--- src/rtl/letter_pool_if.sv ---
// Bundle of frame, generator, keypress, renderer and status signals for letter_pool.
// Strobes: frame_tick and key_valid are single-cycle pulses with no back-pressure; a strobe the pool cannot take is dropped.
interface letter_pool_if #(parameter int SLOTS = 8);
  localparam int IDX_W = $clog2(SLOTS);

  logic             frame_tick;
  logic [7:0]       gen_ch;
  logic [2:0]       gen_speed;
  logic [8:0]       gen_x;
  logic [9:0]       gen_y;
  logic             key_valid;
  logic [7:0]       key_ch;
  logic [IDX_W-1:0] rd_idx;
  logic             rd_active;
  logic [7:0]       rd_ch;
  logic [8:0]       rd_x;
  logic [9:0]       rd_y;
  logic             hit;
  logic             miss;
  logic             busy;
  logic [15:0]      score;
  logic [7:0]       miss_cnt;
  logic [4:0]       active_cnt;

  modport master (
    output frame_tick, gen_ch, gen_speed, gen_x, gen_y, key_valid, key_ch, rd_idx,
    input  rd_active, rd_ch, rd_x, rd_y, hit, miss, busy, score, miss_cnt, active_cnt
  );

  modport slave (
    input  frame_tick, gen_ch, gen_speed, gen_x, gen_y, key_valid, key_ch, rd_idx,
    output rd_active, rd_ch, rd_x, rd_y, hit, miss, busy, score, miss_cnt, active_cnt
  );
endinterface

--- src/rtl/letter_pool.sv ---
// Pool of falling letters: per-frame move scan, periodic spawn, keypress hits, miss/score counters.
// Optional macro LETTER_POOL_DUP_CHECK_EN rejects spawns whose letter is already on screen.
module letter_pool #(
  parameter int         SLOTS        = 8,
  parameter int         SPAWN_FRAMES = 30,
  parameter logic [8:0] BOTTOM_X     = 9'd440
) (
  input  logic         clk,
  input  logic         rst_n,
  letter_pool_if.slave bus,
  output logic [1:0]   dbg_state
);
  localparam int IDX_W = $clog2(SLOTS);

  typedef enum logic [1:0] {ST_IDLE = 2'd0, ST_MOVE = 2'd1, ST_SPAWN = 2'd2} state_e;

  state_e           state_q, state_d;
  logic [IDX_W-1:0] idx_q, idx_d;
  logic [7:0]       spawn_cnt_q, spawn_cnt_d;
  logic             pend_q, pend_d;
  logic [7:0]       pend_ch_q, pend_ch_d;
  logic [15:0]      score_q, score_d;
  logic [7:0]       miss_cnt_q, miss_cnt_d;
  logic [4:0]       active_cnt_q, active_cnt_d;
  logic             hit_q, hit_d, miss_q, miss_d;

  logic       active_q [SLOTS];
  logic       active_d [SLOTS];
  logic [7:0] ch_q     [SLOTS];
  logic [7:0] ch_d     [SLOTS];
  logic [2:0] speed_q  [SLOTS];
  logic [2:0] speed_d  [SLOTS];
  logic [8:0] x_q      [SLOTS];
  logic [8:0] x_d      [SLOTS];
  logic [9:0] y_q      [SLOTS];
  logic [9:0] y_d      [SLOTS];

  logic       key_go, key_found, free_found, dup;
  logic [7:0] key_val;
  logic [9:0] step;
  logic [4:0] sum;

  always_comb begin
    state_d     = state_q;
    idx_d       = idx_q;
    spawn_cnt_d = spawn_cnt_q;
    pend_d      = pend_q;
    pend_ch_d   = pend_ch_q;
    score_d     = score_q;
    miss_cnt_d  = miss_cnt_q;
    hit_d       = 1'b0;
    miss_d      = 1'b0;
    active_d    = active_q;
    ch_d        = ch_q;
    speed_d     = speed_q;
    x_d         = x_q;
    y_d         = y_q;
    key_go      = 1'b0;
    key_val     = 8'd0;
    key_found   = 1'b0;
    free_found  = 1'b0;
    dup         = 1'b0;
    step        = 10'd0;
    sum         = 5'd0;

    // A key arriving while the scan/spawn runs is held until IDLE; a second one is dropped.
    if (state_q != ST_IDLE && !pend_q && bus.key_valid) begin
      pend_d    = 1'b1;
      pend_ch_d = bus.key_ch;
    end

    case (state_q)
      ST_IDLE: begin
        if (pend_q) begin
          key_go  = 1'b1;
          key_val = pend_ch_q;
          pend_d  = 1'b0;
        end else if (bus.key_valid) begin
          key_go  = 1'b1;
          key_val = bus.key_ch;
        end
        if (key_go) begin
          for (int i = 0; i < SLOTS; i++) begin
            if (!key_found && active_q[i] && ch_q[i] == key_val) begin
              key_found   = 1'b1;
              active_d[i] = 1'b0;
            end
          end
        end
        if (key_found) begin
          hit_d = 1'b1;
          if (score_q != 16'hFFFF) score_d = score_q + 16'd1;
        end
        if (bus.frame_tick) begin
          state_d = ST_MOVE;
          idx_d   = '0;
        end
      end
      ST_MOVE: begin
        if (active_q[idx_q]) begin
          step = {1'b0, x_q[idx_q]} + {7'd0, speed_q[idx_q]};
          if (step >= {1'b0, BOTTOM_X}) begin
            active_d[idx_q] = 1'b0;
            miss_d          = 1'b1;
            if (miss_cnt_q != 8'hFF) miss_cnt_d = miss_cnt_q + 8'd1;
          end else begin
            x_d[idx_q] = step[8:0];
          end
        end
        if (idx_q == IDX_W'(SLOTS - 1)) state_d = ST_SPAWN;
        else                            idx_d   = idx_q + 1'b1;
      end
      ST_SPAWN: begin
        state_d = ST_IDLE;
        if (spawn_cnt_q == 8'(SPAWN_FRAMES - 1)) begin
          spawn_cnt_d = 8'd0;
`ifdef LETTER_POOL_DUP_CHECK_EN
          for (int i = 0; i < SLOTS; i++) begin
            if (active_q[i] && ch_q[i] == bus.gen_ch) dup = 1'b1;
          end
`endif
          if (!dup) begin
            for (int i = 0; i < SLOTS; i++) begin
              if (!free_found && !active_q[i]) begin
                free_found  = 1'b1;
                active_d[i] = 1'b1;
                ch_d[i]     = bus.gen_ch;
                speed_d[i]  = bus.gen_speed;
                x_d[i]      = bus.gen_x;
                y_d[i]      = bus.gen_y;
              end
            end
          end
        end else begin
          spawn_cnt_d = spawn_cnt_q + 8'd1;
        end
      end
      default: state_d = ST_IDLE;
    endcase

    for (int i = 0; i < SLOTS; i++) sum = sum + {4'd0, active_d[i]};
    active_cnt_d = sum;
  end

  always_ff @(posedge clk or negedge rst_n) begin
    if (!rst_n) begin
      state_q      <= ST_IDLE;
      idx_q        <= '0;
      spawn_cnt_q  <= 8'd0;
      pend_q       <= 1'b0;
      pend_ch_q    <= 8'd0;
      score_q      <= 16'd0;
      miss_cnt_q   <= 8'd0;
      active_cnt_q <= 5'd0;
      hit_q        <= 1'b0;
      miss_q       <= 1'b0;
      for (int i = 0; i < SLOTS; i++) begin
        active_q[i] <= 1'b0;
        ch_q[i]     <= 8'd0;
        speed_q[i]  <= 3'd0;
        x_q[i]      <= 9'd0;
        y_q[i]      <= 10'd0;
      end
    end else begin
      state_q      <= state_d;
      idx_q        <= idx_d;
      spawn_cnt_q  <= spawn_cnt_d;
      pend_q       <= pend_d;
      pend_ch_q    <= pend_ch_d;
      score_q      <= score_d;
      miss_cnt_q   <= miss_cnt_d;
      active_cnt_q <= active_cnt_d;
      hit_q        <= hit_d;
      miss_q       <= miss_d;
      active_q     <= active_d;
      ch_q         <= ch_d;
      speed_q      <= speed_d;
      x_q          <= x_d;
      y_q          <= y_d;
    end
  end

  always_comb begin
    bus.rd_active = 1'b0;
    bus.rd_ch     = 8'd0;
    bus.rd_x      = 9'd0;
    bus.rd_y      = 10'd0;
    if (int'(bus.rd_idx) < SLOTS) begin
      bus.rd_active = active_q[bus.rd_idx];
      bus.rd_ch     = ch_q[bus.rd_idx];
      bus.rd_x      = x_q[bus.rd_idx];
      bus.rd_y      = y_q[bus.rd_idx];
    end
  end

  assign bus.hit        = hit_q;
  assign bus.miss       = miss_q;
  assign bus.busy       = (state_q != ST_IDLE);
  assign bus.score      = score_q;
  assign bus.miss_cnt   = miss_cnt_q;
  assign bus.active_cnt = active_cnt_q;
  assign dbg_state      = state_q;
endmodule

--- src/flat_wrapper.sv ---
// flat-port wrapper written by rule: the top's interface ports become plain ports
module letter_pool_flat 
#(
  parameter int         SLOTS        = 8,
  parameter int         SPAWN_FRAMES = 30,
  parameter logic [8:0] BOTTOM_X     = 9'd440
)
  (clk, rst_n, dbg_state, bus_frame_tick, bus_gen_ch, bus_gen_speed, bus_gen_x, bus_gen_y, bus_key_valid, bus_key_ch, bus_rd_idx, bus_rd_active, bus_rd_ch, bus_rd_x, bus_rd_y, bus_hit, bus_miss, bus_busy, bus_score, bus_miss_cnt, bus_active_cnt);
  letter_pool_if #(.SLOTS(SLOTS)) bus_i ();
  input  logic clk;
  input  logic rst_n;
  output logic [1:0] dbg_state;
  input wire logic [$bits(bus_i.frame_tick)-1:0] bus_frame_tick;
  input wire logic [$bits(bus_i.gen_ch)-1:0] bus_gen_ch;
  input wire logic [$bits(bus_i.gen_speed)-1:0] bus_gen_speed;
  input wire logic [$bits(bus_i.gen_x)-1:0] bus_gen_x;
  input wire logic [$bits(bus_i.gen_y)-1:0] bus_gen_y;
  input wire logic [$bits(bus_i.key_valid)-1:0] bus_key_valid;
  input wire logic [$bits(bus_i.key_ch)-1:0] bus_key_ch;
  input wire logic [$bits(bus_i.rd_idx)-1:0] bus_rd_idx;
  output wire logic [$bits(bus_i.rd_active)-1:0] bus_rd_active;
  output wire logic [$bits(bus_i.rd_ch)-1:0] bus_rd_ch;
  output wire logic [$bits(bus_i.rd_x)-1:0] bus_rd_x;
  output wire logic [$bits(bus_i.rd_y)-1:0] bus_rd_y;
  output wire logic [$bits(bus_i.hit)-1:0] bus_hit;
  output wire logic [$bits(bus_i.miss)-1:0] bus_miss;
  output wire logic [$bits(bus_i.busy)-1:0] bus_busy;
  output wire logic [$bits(bus_i.score)-1:0] bus_score;
  output wire logic [$bits(bus_i.miss_cnt)-1:0] bus_miss_cnt;
  output wire logic [$bits(bus_i.active_cnt)-1:0] bus_active_cnt;
  assign bus_i.frame_tick = bus_frame_tick;
  assign bus_i.gen_ch = bus_gen_ch;
  assign bus_i.gen_speed = bus_gen_speed;
  assign bus_i.gen_x = bus_gen_x;
  assign bus_i.gen_y = bus_gen_y;
  assign bus_i.key_valid = bus_key_valid;
  assign bus_i.key_ch = bus_key_ch;
  assign bus_i.rd_idx = bus_rd_idx;
  assign bus_rd_active = bus_i.rd_active;
  assign bus_rd_ch = bus_i.rd_ch;
  assign bus_rd_x = bus_i.rd_x;
  assign bus_rd_y = bus_i.rd_y;
  assign bus_hit = bus_i.hit;
  assign bus_miss = bus_i.miss;
  assign bus_busy = bus_i.busy;
  assign bus_score = bus_i.score;
  assign bus_miss_cnt = bus_i.miss_cnt;
  assign bus_active_cnt = bus_i.active_cnt;
  letter_pool #(.SLOTS(SLOTS), .SPAWN_FRAMES(SPAWN_FRAMES), .BOTTOM_X(BOTTOM_X)) u_core (.clk(clk), .rst_n(rst_n), .bus(bus_i), .dbg_state(dbg_state));
endmodule
--- config.mk ---
export PLATFORM = sky130hd
export DESIGN_NAME = letter_pool_flat
export DESIGN_NICKNAME = d
export VERILOG_FILES = /design/src/rtl/letter_pool_if.sv /design/src/rtl/letter_pool.sv /design/src/flat_wrapper.sv
export SDC_FILE = /design/constraint.sdc
export NUM_CORES = 1
export LEC_CHECK = 0
export CORE_MARGIN = 2
export CORE_UTILIZATION = 48
export CTS_CLUSTER_DIAMETER = 100
export CTS_CLUSTER_SIZE = 12
export DETAILED_ROUTE_END_ITERATION = 8
export PLACE_DENSITY = 0.74
export SLEW_MARGIN = 30
export SYNTH_ARGS = -nofsm -noshare
export SYNTH_HDL_FRONTEND = slang
export SYNTH_SLANG_ARGS = --single-unit
export TNS_END_PERCENT = 1
--- constraint.sdc ---
create_clock -name clk -period 14.19 [get_ports clk]
set_input_delay 3.5475 -clock clk [delete_from_list [all_inputs] [get_ports clk]]
set_output_delay 3.5475 -clock clk [all_outputs]
set_load 0.01 [all_outputs]
==> flow_summary.ini <==
[worst_setup_path]
reg2reg_from = u_core.idx_q[1]$_DFFE_PN0P_
cp_max_fo = 31
max_stage_delay_ns = 0.63
crit_family = buffers and inverters
r2r_cells = 23
crit_required_ns = 10.64
crit_buf_inv = 3
critPathLaunch = bus_rd_idx[0]
crit_path_cell_trace = buf_4 -> buf_4 -> mux4_2 -> mux2_2 -> clkdlybuf4s50_1
endpoint_kind = output port
worstSetupStartpointType = input pin
reg2reg_slack_ns = 7.39
timing.rr.end = u_core.bus.active_cnt[2]$_DFF_PN0_
path_class = in2out
critPathArrivalTime_ns = 6.03
cpMaxStageDelayCell = buf_4
cpMostUsedCell = buf_4
worst-path-stages = 5
crit_end = bus_rd_ch[2]

[yosys]
syn_inst = 1456
ys_seq_area_share_pct = 44.4
yosys.area.top_type_share_pct = 44.4
synth_flop_cell = dfrtp_1
synth_most_common_cell = dfrtp_1
yosysWarnings = 0
synth_seq_cells = 300
synth.net_count = 1522
avgSynthCellArea_um2 = 11.6
synth-edff-count = 0
synth_top_cells_by_area = dfrtp_1 44%, mux2_2 14%, mux4_2 9.3%
synth_top_area_cell = dfrtp_1
synth_common_cells = 300 x dfrtp_1, 212 x mux2_2, 94 x nor2_1, 76 x a21oi_1, 73 x nand2_1
synth-async-reset-ratio_pct = 100
synthesis.area_mm2 = 0.0169
synth_cell_types = 72

[sta]
tightestPinTransition_ns = 0.970
min_period_ns = 9.57
rsz0062_at_grt = false
setup_viol = 0
fin_skew_ns = 0.0236
hold_viol_final = 0
slew_headroom_pct = 35.3
max_clock_freq_ghz = 0.104
finalCritPeriodShare_pct = 67.5
slew_violations = 0
setup-tns-final_ns = 0

[cts]
postCtsSetupBuffers = 0
clkLatencyLatePin_ns = 0.57
cts_tree = built
holdBufCountCts = 0
cts_buffer_depth = 3
cts_root_buffer = clkbuf_16
cts_sinks = 300
cts_made_buffers = 29
h-tree-depth = 1
path_clk_slew_ns = 0.06
post_cts_resized = 0

[layout]
fin_area_mm2 = 0.0191
area_delta_synth_final_pct = 13.1
fin_util_pct = 55.2
layout.nets = 1584
layout.cells.non_filler = 1977
drive_above_1_share_pct = 24.6
n_fill_cell = 2849

[floorplan]
start_util_pct = 48.8
die_w_um = 192
dieArea_mm2 = 0.0367
rows = 68
die-height_um = 192
io_pins = 107
core-area_mm2 = 0.0346

[power_and_ir_drop]
p_leak_nw = 8.26
irDropWorstVdd_mv = 0.112
powerDensity_mw_per_mm2 = 158

[route]
wl_per_cell_um = 22.0
totalWireLength_mm = 43.4
drt_iter0_drc = 1011
drcViolationCount = 0
ant_nets = 0
vias = 12200
vias_per_cell = 6.19
firstDrtPassIters = 6

[global_route]
grt_pass1_wl_mm = 68.5
grtUsageMet2_pct = 37.9
antenna_found_initial = 1
met3_usage_pct = 3.87
grt_overflow = 0
grt_use_met1_pct = 34.1
grt_usage_pct = 24.0
top_usage_layer = met2
first_global_vias = 12100
grt_max_degree = 179

[place]
placedCellCount = 1940
post_dp_cell_area_mm2 = 0.0183
numPortBuffers = 105
hpwl_mm = 28.0
place.gp.congestion = 0.881

[worst_hold_path]
min_path_type = reg2reg

[run]
maxCapViolations = 0

[status]
outcome = finished clean
## stage by stage
step	setup WS, ns	power [mW]	hold slack (ns)
6_report	4.62	3.01	0.481
3_3_place_gp	4.61	2.29	0.465
3_5_place_dp	4.56	2.32	0.471
5_1_grt	4.44	3.18	0.495
4_1_cts	4.56	3.02	0.481
2_1_floorplan	5.27	1.99	0.447
## worst register-to-register path, cell delays in order, from the launching register on
cell       delay, ns
dfrtp_2         0.34
buf_4           0.54
inv_1           0.37
nor2_1          0.28
a22oi_1         0.14
o221ai_1        0.34
ha_1            0.27
fa_1            0.23
nand2_1         0.10
nand4b_1        0.14
a21bo_2         0.26
a2111oi_4       0.41
nor3_4          0.15
nor3_2          0.28
nand2_1         0.10
a31o_2          0.27
ha_1            0.28
inv_1           0.06
fa_1            0.51
fa_1            0.55
inv_1           0.06
fa_1            0.46
fa_1            0.39
xor2_1          0.17
## cell families (layout without fill, tap and decap cells)
group           Yosys count  count (layout)  share of synthesized area (%)
simple gates            367             367                           11.2
flops                   300             300                           44.4
xor+xnor                 89              89                           4.61
mux                     301             301                           24.6
other cells               1               2                         0.0222
compound gates          261             261                           10.3
fa+ha+maj                21              21                           1.78
buf+inv                 116             181                           3.04
## sequential cells by signal, indices dropped and copies added (netlist names), 3 cells and up
name                   flops
u_core.x_q                72
u_core.speed_q            24
u_core.bus.score          16
u_core.pend_ch_q           8
u_core.bus.active_cnt      4
u_core.spawn_cnt_q         8
u_core.y_q                80
u_core.idx_q               3
u_core.bus.miss_cnt        8
u_core.ch_q               64
u_core.active_q            8
## how the worst min path moves through the flow
stage                                       from                                end  cells after the start
2_1_floorplan  u_core.spawn_cnt_q[7]$_DFFE_PN0P_  u_core.spawn_cnt_q[7]$_DFFE_PN0P_                      1
3_3_place_gp   u_core.spawn_cnt_q[7]$_DFFE_PN0P_  u_core.spawn_cnt_q[7]$_DFFE_PN0P_                      1
3_5_place_dp   u_core.spawn_cnt_q[7]$_DFFE_PN0P_  u_core.spawn_cnt_q[7]$_DFFE_PN0P_                      1
4_1_cts        u_core.spawn_cnt_q[7]$_DFFE_PN0P_  u_core.spawn_cnt_q[7]$_DFFE_PN0P_                      1
5_1_grt        u_core.spawn_cnt_q[7]$_DFFE_PN0P_  u_core.spawn_cnt_q[7]$_DFFE_PN0P_                      1
6_report       u_core.spawn_cnt_q[7]$_DFFE_PN0P_  u_core.spawn_cnt_q[7]$_DFFE_PN0P_                      1
## report_power, final
part           switching, mW  internal, mW
clock                  0.321         0.364
combinational          0.678         0.514
sequential             0.140         0.997
total                   1.14          1.87
## placed cells by master (no fill, tap or decap), types with 6 or more instances in the layout
| master | n |
|---|---|
| mux2i_1 | 17 |
| buf_4 | 17 |
| xnor2_1 | 50 |
| nor2b_1 | 10 |
| mux2_2 | 212 |
| nor3_1 | 28 |
| nand3b_1 | 12 |
| nand2_1 | 73 |
| o21ai_0 | 38 |
| nand3_1 | 38 |
| nand4b_1 | 7 |
| o22ai_1 | 11 |
| a21o_1 | 10 |
| nor4_1 | 15 |
| mux4_2 | 70 |
| ha_1 | 16 |
| nor2_2 | 9 |
| and2_1 | 16 |
| o211ai_1 | 41 |
| a31oi_1 | 7 |
| clkdlybuf4s50_1 | 100 |
| and3_1 | 11 |
| o21a_1 | 40 |
| dfrtp_1 | 298 |
| o221ai_1 | 6 |
| nand4_1 | 13 |
| nor2_1 | 92 |
| a21oi_1 | 76 |
| xor2_1 | 39 |
| inv_1 | 23 |
| clkbuf_16 | 29 |
## area by class of cell
cell class              instances  area [um2]  area share, %
clock inverters                 3        37.5          0.196
clock buffers                  31         733           3.84
inverters                      24        90.1          0.471
well taps                     455         569           2.98
diodes                          1        2.50         0.0131
repair buffers                123        1230           6.43
multi-input cells            1040        8940           46.8
flip-flops and latches        300        7510           39.3
## metal layers
layer / part of all wire (%) / vias up
met5: 0 / -
met4: 2.7 / 0
li1: - / 5513
met2: 46 / 448
met1: 45 / 6194
met3: 6.6 / 82
Note: power is estimated with default switching activity, not from simulation.
==> RTL change 1: new RTL, same settings <==
The option `LETTER_POOL_DUP_CHECK_EN` is turned on by a define.
--- a/src/rtl/letter_pool.sv
+++ b/src/rtl/letter_pool.sv
@@ -1,5 +1,7 @@
 // Pool of falling letters: per-frame move scan, periodic spawn, keypress hits, miss/score counters.
 // Optional macro LETTER_POOL_DUP_CHECK_EN rejects spawns whose letter is already on screen.
+`define LETTER_POOL_DUP_CHECK_EN
+
 module letter_pool #(
   parameter int         SLOTS        = 8,
   parameter int         SPAWN_FRAMES = 30,
Function: not settled (the Yosys comparison gave no result); the edit may change what the design does.
==> RTL change 1 against the original RTL <==
  * Final area grew 1.4%
  * Wire length grew 7.4%
  * Die area grew 2.5%
  * Total power grew 1.3%
  * Area after synthesis grew 2.5%
  * Core utilization shrank 0.69 points
  * Setup slack lost 40 ps
  * Sequential cell count is the same
  * Critical endpoint is now bus_rd_x[2]
==> RTL change 1: results (changes against the original RTL) <==
| Metric | Reported | Unit | Delta |
| --- | --- | --- | --- |
| Largest cells by area after synthesis | dfrtp_1, mux2_2, mux4_2 | - | unchanged |
| VDD IR max | 0.000107 | V | was 0.000112 V |
| HP Class | flop to flop | - | unchanged |
| Total Wirelength | 46600 | um | was 43400 um |
| Initial antenna violation count | 1 | - | unchanged |
| Total leakage power | 0.00791 | uW | was 0.00826 uW |
| H-tree level count | 1 | - | unchanged |
| Fraction of layout cells with a size suffix above 1 | 23.6 | % | was 24.6% |
| Mean number of vias per cell | 6.21 | - | was 6.19 |
| Crit path largest cell delay | 620 | ps |  |
| Wire length of the first global-routing pass | 72800 | um | was 68500 um |
| Max Fanout on Critical Path | 30 | - | was 31 |
| Total number of vias | 12500 | - | was 12200 |
| XOR/XNOR share of the synthesized area | 8.79 | % | was 4.61% |
| Post CTS Setup Buffer Count | 0 | - | unchanged |
| Async set or reset register ratio after synthesis | 100 | % | unchanged |
| Cell family contributing the most delay on the critical path | buffers and inverters | - | unchanged |
| Synth cell count leaders | dfrtp_1, mux2_2, nand2_1 | - | was dfrtp_1, mux2_2, nor2_1 |
| Gpl congestion | 0.934 | - | was 0.881 |
| # placed instances | 1987 | - | was 1940 |
| YS warnings | 0 | - | unchanged |
| Highest-delay cell along the critical path | buf_4 | - | unchanged |
| Sequential cell area fraction in the yosys report | 43.3 | % | was 44.4% |
| Later-pin clock latency in the skew report | 580 | ps |  |
| Violation count after the first detailed-routing iteration | 1207 | - | was 1011 |
| Worst slew pin tran | 1030 | ps | was 970 ps |
| Post-synthesis net count | 1573 | - | was 1522 |
| First drt pass iteration count | 5 | - | was 6 |
| Input/output buffers | 105 | - | unchanged |
| Filler instances | 3082 | - | was 2849 |
| Status | finished clean | - | unchanged |
| All-layer global routing usage | 24.5 | % | was 24.0% |
| Final setup skew | 19.6 | ps | was 23.6 ps |
| Met3 track demand over resource | 4.37 | % | was 3.87% |
| Multiplexer fraction of the synthesized cell area | 23.2 | % | was 24.6% |
| Met1 track utilization from global routing | 34.1 | % | about the same |
| Clock-pin slew of the registers on the worst-case setup and hold paths | 60 | ps | about the same |
| Pin count of the biggest net entering global routing | 186 | - | was 179 |
| Total negative slack for setup checks | 0 | ps | unchanged |
| Count of different cell masters after synthesis | 79 | - | was 72 |
| Global-route track usage on met2 | 38.8 | % | was 37.9% |
| Share of synthesized cell area in full adder, half adder and majority cells | 1.44 | % | was 1.78% |
| Number of clock buffers inserted by TritonCTS | 28 | - | was 29 |
| Largest registers | u_core.y_q: 80 flops, u_core.x_q: 72 flops, u_core.ch_q: 64 flops | - | unchanged |
| Half-perimeter wire length after placement | 30400 | um | was 28000 um |
| Pint | 1840 | uW | was 1870 uW |
| Clock Path Buffers | 3 | - | unchanged |
| Number of standard cells after synthesis | 1511 | - | was 1456 |
| CTS root buf | clkbuf_16 | - | unchanged |
| Complex-gate fraction of the synthesized area | 10.0 | % | was 10.3% |
| Number of instances resized during post-cts repair | 0 | - | unchanged |
RTL change 1: kinds of logic after synthesis:
group           count (synthesis)
other cells                     1
flops                         300
simple gates                  333
mux                           295
compound gates                266
buf+inv                       125
xor+xnor                      174
fa+ha+maj                      17
RTL change 1: through the flow:
stage,setup slack (ps),total power [uW],util (%),hold slack [ps],instance area (sq um)
floorplan,5270,2010,-,457,17300
global placement,4610,2330,52.2,475,18600
detailed placement,4530,2360,52.3,476,18600
CTS,4520,3040,54.3,491,19300
global route,4390,3220,54.5,509,19400
finish,4580,3050,54.5,488,19400
RTL change 1: per-layer routing:
layer  part of all wire (%)  up-vias
met5                      0        -
met4                    3.0        0
met3                    6.9       98
met2                     46      505
met1                     44     6412
li1                       -     5533
RTL change 1: cell type report:
type                       count  share of cell area (%)
timing repair buffer         126                    6.47
clock inverter                 1                   0.155
antenna                        1                  0.0129
inverter                      16                   0.310
tap                          461                    2.98
clock buffer                  28                    3.61
sequential                   300                    38.7
multi-input combinational   1086                    47.7
RTL change 1: power by group through the flow:
stage / clock (uW) / sequential (uW) / combinational (uW)
floorplan: 0 / 1080 / 924
global placement: 0 / 1130 / 1200
detailed placement: 0 / 1130 / 1230
CTS: 684 / 1120 / 1240
global route: 715 / 1140 / 1360
finish: 671 / 1120 / 1260
RTL change 1: worst paths after layout:
check / start / endpoint / slack, ps / cells past startpoint
worst max-delay path: bus_rd_idx[0] / bus_rd_x[2] / 4580 / 5
worst min-delay path: u_core.bus.score[9] / u_core.bus.score[9] / 490 / 1
worst max register to register: u_core.idx_q[1] / u_core.bus.active_cnt[2] / 7110 / 21
worst min register to register: u_core.bus.score[9] / u_core.bus.score[9] / 490 / 1
max in group asynchronous: rst_n / u_core.x_q[47] / 10060 / 3
min in group asynchronous: rst_n / u_core.bus.hit / 2840 / 1
==> RTL change 2: new RTL, same flow settings <==
Made on the original files. Register the output `dbg_state` once more; this adds one clock of latency there. The other outputs are not delayed to match.
--- a/src/rtl/letter_pool.sv
+++ b/src/rtl/letter_pool.sv
@@ -199,6 +199,8 @@
   assign bus.score      = score_q;
   assign bus.miss_cnt   = miss_cnt_q;
   assign bus.active_cnt = active_cnt_q;
-  assign dbg_state      = state_q;
+  always_ff @(posedge clk) begin
+    dbg_state <= state_q;
+  end
 endmodule
 
Function: not settled (the Yosys comparison gave no result); the edit may change what the design does.
==> RTL change 2 against the original RTL <==
  * Final area shrank 1.1%
  * Non-clock buffer count grew 3
  * Sequential cell count increased by 2
  * Total power up 1.1%
  * Largest power group unchanged
  * Clock power increased by 2.9%
  * Wire length shrank 0.77%
  * Area after synthesis down 1.3%
  * Critical endpoint is now bus_rd_x[0]
  * First-iteration DRC count fell by 22%
  * Setup slack improved by 290 ps
==> RTL change 2: results (changes against the original RTL) <==
| Metric | Reported | Unit | Delta |
| --- | --- | --- | --- |
| Half-perimeter wire length after placement | 27800 | um | was 28000 um |
| VDD IR max | 0.0000957 | V | was 0.000112 V |
| # placed instances | 1884 | - | was 1940 |
| Met1 track utilization from global routing | 32.6 | % | was 34.1% |
| Filler instances | 2894 | - | was 2849 |
| Top FF cell, synth | dfrtp_1 | - | unchanged |
| Met3 track demand over resource | 4.53 | % | was 3.87% |
| Count of different cell masters after synthesis | 77 | - | was 72 |
| Sequential cell area fraction in the yosys report | 45.2 | % | was 44.4% |
| Final setup skew | 22.6 | ps | was 23.6 ps |
| Gpl congestion | 0.897 | - | was 0.881 |
| Largest cells by area after synthesis | dfrtp_1, mux2_2, mux4_2 | - | unchanged |
| Complex-gate fraction of the synthesized area | 9.07 | % | was 10.3% |
| Critical Path End | bus_rd_x[0] | - | was bus_rd_ch[2] |
| Final worst setup slack | 4910 | ps | was 4620 ps |
| Share of synthesized cell area in full adder, half adder and majority cells | 1.80 | % | was 1.78% |
| Pin count of the biggest net entering global routing | 82 | - | was 179 |
| Total Wirelength | 43100 | um | was 43400 um |
| Violation count after the first detailed-routing iteration | 791 | - | was 1011 |
| M1 wire length | 18500 | um | was 19400 um |
| Length of routed met3 wiring | 2890 | um | was 2870 um |
| Max Fanout on Critical Path | 52 | - | was 31 |
| Logic depth of the worst register-to-register path | 22 | - | was 23 |
| Later-pin clock latency in the skew report | 590 | ps | was 570 ps |
| Met2 Routed Length | 20200 | um | was 19900 um |
| Final non-filler cell total | 1927 | - | was 1977 |
| First drt pass iteration count | 5 | - | was 6 |
| Status | finished clean | - | unchanged |
| XOR/XNOR share of the synthesized area | 5.25 | % | was 4.61% |
| Post-layout nets | 1526 | - | was 1584 |
| Initial antenna violation count | 2 | - | was 1 |
| Arrival @ worst endpoint | 5740 | ps | was 6030 ps |
| Worst slew pin tran | 1080 | ps | was 970 ps |
| Synth cell count leaders | dfrtp_1, mux2_2, nand2_1 | - | was dfrtp_1, mux2_2, nor2_1 |
| Total leakage power | 0.00806 | uW | was 0.00826 uW |
| All-layer global routing usage | 24.1 | % | was 24.0% |
| Global-route track usage on met2 | 38.6 | % | was 37.9% |
| Async set or reset register ratio after synthesis | 99.3 | % | was 100% |
| Worst slack at placement | 4870 | ps | was 4560 ps |
## RTL change 2: cell types whose count changed after synthesis, moves of 12 or more
cell / change
o21ai_0: +36
mux2_2: +23
nand3_1: -16
o211ai_1: -32
clkbuf_1: -12
nor2_1: -47
nand2_1: +33
o21a_1: -23
## RTL change 2: stage by stage
stage          hold slack [ps]  power [uW]  instance area, sq um
3_5_place_dp               471        2330                 18100
4_1_cts                    482        3050                 18900
5_1_grt                    493        3220                 18900
3_3_place_gp               466        2300                 18100
6_report                   485        3050                 18900
2_1_floorplan              414        1970                 16700
## RTL change 2: power by group
part,internal [uW],switching (uW)
logic,513,687
registers,1000,135
clock network,373,332
## RTL change 2: final cells by class
class	instances	area (sq um)	share of cell area, %
tap	455	569	3.01
clock inverter	2	31.3	0.165
timing repair buffer	126	1220	6.43
clock buffer	39	763	4.04
multi-input combinational	986	8710	46.1
antenna	2	5.00	0.0265
inverter	15	56.3	0.298
sequential	302	7550	39.9
## RTL change 2: worst min path at each step
stage | slack, ps | from | cells past startpoint | end
global route | 490 | u_core.bus.score[10] | 1 | u_core.bus.score[10]
global placement | 470 | u_core.spawn_cnt_q[7] | 1 | u_core.spawn_cnt_q[7]
CTS | 480 | u_core.spawn_cnt_q[7] | 1 | u_core.spawn_cnt_q[7]
detailed placement | 470 | u_core.spawn_cnt_q[7] | 1 | u_core.spawn_cnt_q[7]
floorplan | 410 | u_core.state_q[1] | 0 | u_core.dbg_state[1]
finish | 490 | u_core.spawn_cnt_q[7] | 1 | u_core.spawn_cnt_q[7]
## RTL change 2: worst max-delay path, cell delays in order
cell and delay [ps]:
buf_4 140, buf_6 600, mux4_2 590, mux2_2 280, clkdlybuf4s50_1 540
